## src/rtl/placement_pkg.sv

```systemverilog
// placement_pkg: constants and FSM encoding shared by the placer and the cost evaluator.
package placement_pkg;
   localparam int N_DEF      = 7;
   localparam int N_EDGE_DEF = 52;
   localparam int W_DEF      = 32;
   localparam int POS_DEPTH  = N_DEF * N_DEF;
   localparam int EDGE_DEPTH = N_EDGE_DEF;
   localparam int UNPLACED   = -1;
   typedef enum logic [3:0] {
      IDLE, RD_E, W_E, LAT_E, RD_A, W_A, LAT_A, RD_B, W_B, LAT_B, CHK, ACC, FIN
   } state_t;
endpackage

```

## src/rtl/edge_cost_calc.sv

```systemverilog
// edge_cost_calc: per-edge Manhattan and ceil-halved lengths plus grid legality check.
module edge_cost_calc
   import placement_pkg::*;
#(
   parameter int W = W_DEF,
   parameter int N = N_DEF
) (
   input  logic signed [W-1:0] xa,
   input  logic signed [W-1:0] ya,
   input  logic signed [W-1:0] xb,
   input  logic signed [W-1:0] yb,
   output logic signed [W-1:0] len,
   output logic signed [W-1:0] hop_len,
   output logic                illegal
);
   localparam logic signed [W-1:0] LIM = W'(N);
   logic signed [W-1:0] dx, dy;
   function automatic logic bad(input logic signed [W-1:0] v);
      return v[W-1] || v >= LIM;
   endfunction
   always_comb begin
      dx      = xa > xb ? xa - xb : xb - xa;
      dy      = ya > yb ? ya - yb : yb - ya;
      len     = dx + dy;
      hop_len = (dx >>> 1) + (dy >>> 1) + W'(dx[0]) + W'(dy[0]);
      illegal = bad(xa) || bad(ya) || bad(xb) || bad(yb);
   end
endmodule

```

## src/rtl/placement_cost_eval.sv

```systemverilog
// placement_cost_eval: walks the edge ROMs, fetches endpoint positions and accumulates wirelength costs.
module placement_cost_eval
   import placement_pkg::*;
#(
   parameter int N      = N_DEF,
   parameter int N_EDGE = N_EDGE_DEF,
   parameter int RD_LAT = 1,
   parameter int W      = W_DEF
) (
   input  logic                clk,
   input  logic                reset,
   input  logic                start,
   output logic                busy,
   output logic                done,
   output logic                err,
   output logic [W-1:0]        err_edge,
   output logic signed [W-1:0] sum,
   output logic signed [W-1:0] sum_1hop,
   output logic signed [W-1:0] max_len,
   output logic                reE,
   output logic [W-1:0]        addrE,
   input  logic [W-1:0]        edgeA,
   input  logic [W-1:0]        edgeB,
   output logic                reP,
   output logic [W-1:0]        addrP,
   input  logic signed [W-1:0] posX,
   input  logic signed [W-1:0] posY
);
   state_t state;
   logic [W-1:0] i, ra, rb, nxt;
   logic [7:0] wc;
   logic signed [W-1:0] xa, ya, xb, yb, len, hop_len, len_q, hop_q;
   logic illegal, last;

   edge_cost_calc #(.W(W), .N(N)) u_calc (
      .xa(xa), .ya(ya), .xb(xb), .yb(yb),
      .len(len), .hop_len(hop_len), .illegal(illegal)
   );

   assign nxt  = state == ACC ? i + W'(1) : i;
   assign last = nxt == W'(N_EDGE);

   always_ff @(posedge clk) begin
      if (reset) begin
         state    <= IDLE;
         busy     <= 1'b0;
         done     <= 1'b0;
         err      <= 1'b0;
         reE      <= 1'b0;
         reP      <= 1'b0;
         sum      <= '0;
         sum_1hop <= '0;
         max_len  <= '0;
         err_edge <= '0;
         addrE    <= '0;
         addrP    <= '0;
         i        <= '0;
         wc       <= '0;
      end else begin
         reE  <= 1'b0;
         reP  <= 1'b0;
         done <= 1'b0;
         case (state)
            IDLE: if (start) begin
               sum      <= '0;
               sum_1hop <= '0;
               max_len  <= '0;
               err      <= 1'b0;
               i        <= '0;
               busy     <= 1'b1;
               state    <= RD_E;
            end
            // ACC folds in the next edge-fetch decision, keeping each edge at 10 cycles.
            RD_E, ACC: begin
               if (state == ACC) begin
                  sum      <= sum + len_q - W'(1);
                  sum_1hop <= sum_1hop + hop_q - W'(1);
                  max_len  <= len_q > max_len ? len_q : max_len;
                  i        <= nxt;
               end
               if (last) begin
                  busy  <= 1'b0;
                  done  <= 1'b1;
                  state <= FIN;
               end else begin
                  reE   <= 1'b1;
                  addrE <= nxt;
                  wc    <= 8'(RD_LAT - 1);
                  state <= W_E;
               end
            end
            W_E, W_A, W_B: begin
               if (wc != 8'd0) wc <= wc - 8'd1;
               else state <= state == W_E ? LAT_E : state == W_A ? LAT_A : LAT_B;
            end
            LAT_E: begin
               ra    <= edgeA;
               rb    <= edgeB;
               state <= RD_A;
            end
            RD_A: begin
               reP   <= 1'b1;
               addrP <= ra;
               wc    <= 8'(RD_LAT - 1);
               state <= W_A;
            end
            LAT_A: begin
               xa    <= posX;
               ya    <= posY;
               state <= RD_B;
            end
            RD_B: begin
               reP   <= 1'b1;
               addrP <= rb;
               wc    <= 8'(RD_LAT - 1);
               state <= W_B;
            end
            LAT_B: begin
               xb    <= posX;
               yb    <= posY;
               state <= CHK;
            end
            CHK: if (illegal) begin
               err      <= 1'b1;
               err_edge <= i;
               busy     <= 1'b0;
               done     <= 1'b1;
               state    <= FIN;
            end else begin
               len_q <= len;
               hop_q <= hop_len;
               state <= ACC;
            end
            FIN: state <= IDLE;
            default: state <= IDLE;
         endcase
      end
   end
endmodule

```

## config.mk

```make
export PLATFORM = sky130hd
export DESIGN_NAME = placement_cost_eval
export DESIGN_NICKNAME = d
export VERILOG_FILES = /design/src/rtl/placement_pkg.sv /design/src/rtl/edge_cost_calc.sv /design/src/rtl/placement_cost_eval.sv
export SDC_FILE = /design/constraint.sdc
export NUM_CORES = 1
export LEC_CHECK = 0
export BUFFER_PORTS_ARGS = -buffer_cell sky130_fd_sc_hd__buf_2
export CAP_MARGIN = 20
export CORE_MARGIN = 5
export CORE_UTILIZATION = 50
export CTS_BUF_LIST = sky130_fd_sc_hd__clkbuf_4 sky130_fd_sc_hd__clkbuf_8 sky130_fd_sc_hd__clkbuf_16
export DETAILED_ROUTE_END_ITERATION = 7
export PLACE_DENSITY = 0.74
export SLEW_MARGIN = 0
export SYNTH_ARGS = -nofsm -noshare
export SYNTH_HDL_FRONTEND = slang
export SYNTH_SLANG_ARGS = --single-unit
```

## constraint.sdc

```tcl
create_clock -name clk -period 8.7 [get_ports clk]
set_input_delay 2.175 -clock clk [delete_from_list [all_inputs] [get_ports clk]]
set_output_delay 2.175 -clock clk [all_outputs]
set_load 0.05 [all_outputs]
```

==> metrics <==
status completed; RSZ-0062 raised after global routing false; Root Driver clkbuf_16; Least-Margin Pin Slew about 1.1 ns; maximum VDD drop 138 µV; first-pass GRT wire length approximately 140 mm; Post-CTS Setup Bufs 0; post-synth top area share 0.230; DRC Markers 0; Final #Nets 4469; Num CTS Buffers 53; gpl congestion about 0.97; post-layout util 0.568; Post-Syn Area 33500 µm²; routed wire length 90.8 mm; H-tree levels 2; Die Ht between 200 and 300 µm; largest net degree at the start of global routing 69; final hold vios 0; Synth cell types 85; FF-to-FF path depth 26; RR Endpoint hop_q[29]$_DFFE_PP_; via count roughly 28000; Worst path depth 26; Final Max Slew Viols 0; Syn Area/Cell 8.98 µm²; Max Cap Viol 0; WL/cell 18.7 µm; post-route setup TNS 0 ns; CTS Hold Bufs 0; Worst Hold Slack 0.448 ns; layout cell share with drive strength beyond 1 0.127; slowest CP cell ha_1; initial antenna violation count 7; met2 Use GR 0.405; # rows 94; CP top delay family compound AO/OA/AOI/OAI gates; Syn Nets ~4200; die area 72200 µm²; hpwl dp 70.1 mm; Post-synth EDFFs 256; Worst Setup Path Type flop to flop; vias per cell about 5.7; Tcrit/Tclk final 0.839; Buf/Inv on CP 1; CTS-repair resized insts 0; type of origin of the critical path flop; global route hottest layer met2; initial core utilization 0.506; number of global-route vias before repair 26536; top post-synthesis cells by area edfxtp_1, dfxtp_1, ha_1; number of DRC markers in iteration 0 2694; chip width 269 µm; Post-synth ARST share 0; Routed Antenna Nets 0; Fmax 137 MHz; WHS Path Cells 2; GRT Total Usage 0.242; Hold Crit Class flop to flop; Final WS setup 1.40 ns; crit end category flop; yosys warns 0; area grow syn2layout 12.2%; Critical Path Fanout Max 31; sequential share of the synthesized area 0.374; post-synthesis register bit count 497; LEAKAGE ~0.016 µW; Setup-failing EPs final 0; worst path required time 9.05 ns; Mapped Cells 3727; Clk Latency, worst-skew pair 0.62 ns; Top FF cell, synth edfxtp_1; worst hold endpoint addrP[21]$_SDFFE_PP0P_; clk sinks between 400 and 500; core area 66100 µm²; crit-path max cell delay 0.62 ns; CTS tree built; Worst EP arrival 7.65 ns; worst hold start addrP[21]$_SDFFE_PP0P_; clk slew on worst S/H paths ~0.06 ns; port buffer count around 330; met3 track demand over resource 0.0265; Slew HR 0.283; drt pass-1 iters 7; worst reg-to-reg setup slack 1.40 ns; Max Root-Sink Buffers 3; Clock Skews 0.0382 ns; met1 usage 0.332; most frequent CP cell o21ai_0; Tmin final between 7 and 8 ns; r2r startpoint xa[25]$_DFFE_PP_; PD cells ~140 nW/µm²; Ports 328; GRT overflow 0; dpl ws 1.37 ns; leading area contributor after synthesis edfxtp_1
[cell type report]
class,count,area [µm²]
diodes,6,15.0
clock buffers,70,1490
clock inverters,26,290
fillers,5875,28500
inverters,495,1860
multi-input cells,2558,18500
flip-flops and latches,497,12500
well taps,864,1080
repair buffers,351,1820
[worst reg2reg max path: stages (launching register included)]
cell      delay [ns]
edfxtp_1        0.44
ha_1            0.62
nand4_1         0.23
or3_1           0.41
o311ai_0        0.58
o21ai_2         0.16
buf_4           0.30
nand2_1         0.11
o221ai_1        0.10
a221oi_1        0.36
o221ai_1        0.21
xnor2_1         0.20
ha_1            0.23
fa_1            0.54
o21ai_0         0.15
a21oi_1         0.24
o21ai_0         0.11
o31ai_1         0.36
nand3_1         0.16
o21bai_1        0.18
a21oi_1         0.13
o21ai_0         0.24
nand4_1         0.20
a311oi_1        0.34
o21ai_0         0.17
o21bai_1        0.19
xor2_1          0.10
[cell families (layout without fill, tap and decap cells)]
group | after synthesis | after routing | synth area share
AND/OR/NAND/NOR | 903 | 903 | 0.130
other | 0 | 6 | 0
AO/OA/AOI/OAI | 984 | 984 | 0.191
XOR/XNOR | 213 | 213 | 0.0557
flip-flops | 497 | 497 | 0.374
multiplexers | 76 | 76 | 0.0232
adder cells (fa/ha/maj) | 382 | 382 | 0.151
buffers and inverters | 672 | 942 | 0.0761
[state kept, by name, indices dropped and copies added (netlist names), 4 cells and up]
| signal | count |
|---|---|
| hop_q | 32 |
| ra | 32 |
| addrP | 32 |
| xb | 32 |
| max_len | 32 |
| len_q | 32 |
| wc | 8 |
| sum_1hop | 32 |
| sum | 32 |
| ya | 32 |
| yb | 32 |
| i | 32 |
| rb | 32 |
| err_edge | 32 |
| addrE | 32 |
| xa | 32 |
| state | 4 |
[worst max path at each step]
stage                startpoint             endpoint  slack (ns)
2_1_floorplan             reset      ra[0]$_DFFE_PP_       -0.60
3_3_place_gp   xa[25]$_DFFE_PP_  hop_q[31]$_DFFE_PP_        1.59
3_5_place_dp   xa[25]$_DFFE_PP_  hop_q[29]$_DFFE_PP_        1.37
4_1_cts        xa[25]$_DFFE_PP_  hop_q[29]$_DFFE_PP_        1.35
5_1_grt        xa[25]$_DFFE_PP_  hop_q[29]$_DFFE_PP_        0.78
6_report       xa[25]$_DFFE_PP_  hop_q[29]$_DFFE_PP_        1.40
[through the flow]
step / cell area [µm²] / instances / total power [µW]
after detailed placement: 35800 / 4765 / 3080
final: 37600 / 4867 / 5310
after global placement: 35700 / 4764 / 3070
after global routing: 37600 / 4867 / 5510
after floorplan: 33500 / 3727 / 2920
after CTS: 37500 / 4861 / 5350
[Yosys cell counts, types with 43 or more instances]
cell and n:
a31oi_1 46, a21oi_1 339, nand2_1 232, nor2_1 277
xnor2_1 134, nand4_1 66, o21bai_1 55, nand3_1 86
nor3_1 49, inv_1 495, a22o_1 43, ha_1 347
edfxtp_1 256, o21ai_0 141, clkbuf_1 153, xor2_1 79
mux2i_1 67, a21o_1 114, dfxtp_1 241
[cell usage in the layout (no fill, tap or decap), drive strengths merged, types with 11 or more instances in the layout]
master and instances:
a2111oi 11, a211oi 20, a21o 114, a21oi 339, a22o 43, a22oi 16
a311oi 21, a31o 13, a31oi 46, and2 15, and3 25, buf 351
clkbuf 70, clkinv 19, dfxtp 241, edfxtp 256, fa 35, ha 347
inv 497, mux2i 67, nand2 233, nand2b 26, nand3 87, nand4 67
nor2 279, nor2b 23, nor3 49, nor4 44, o211ai 11, o21a 22
o21ai 143, o21bai 55, o221ai 37, o31ai 13, or2 12, or3 13
xnor2 134, xor2 79
[power breakdown]
part / switching (µW) / leakage [µW] / total, µW / internal (µW)
combinational: 329 / 0.0112 / 477 / 148
clock: 946 / 0.000891 / 2280 / 1330
sequential: 44.3 / 0.00425 / 2550 / 2510
total: 1320 / 0.0164 / 5310 / 3990
[per-layer routing]
layer	part of all wire	vias to the layer above	routed length [µm]
met5	0.00014	-	13
met4	0.030	2	2730
met3	0.054	157	4940
met2	0.47	861	42600
met1	0.45	13003	40500
li1	-	13587	-
Power figures use the tool's default switching activity.
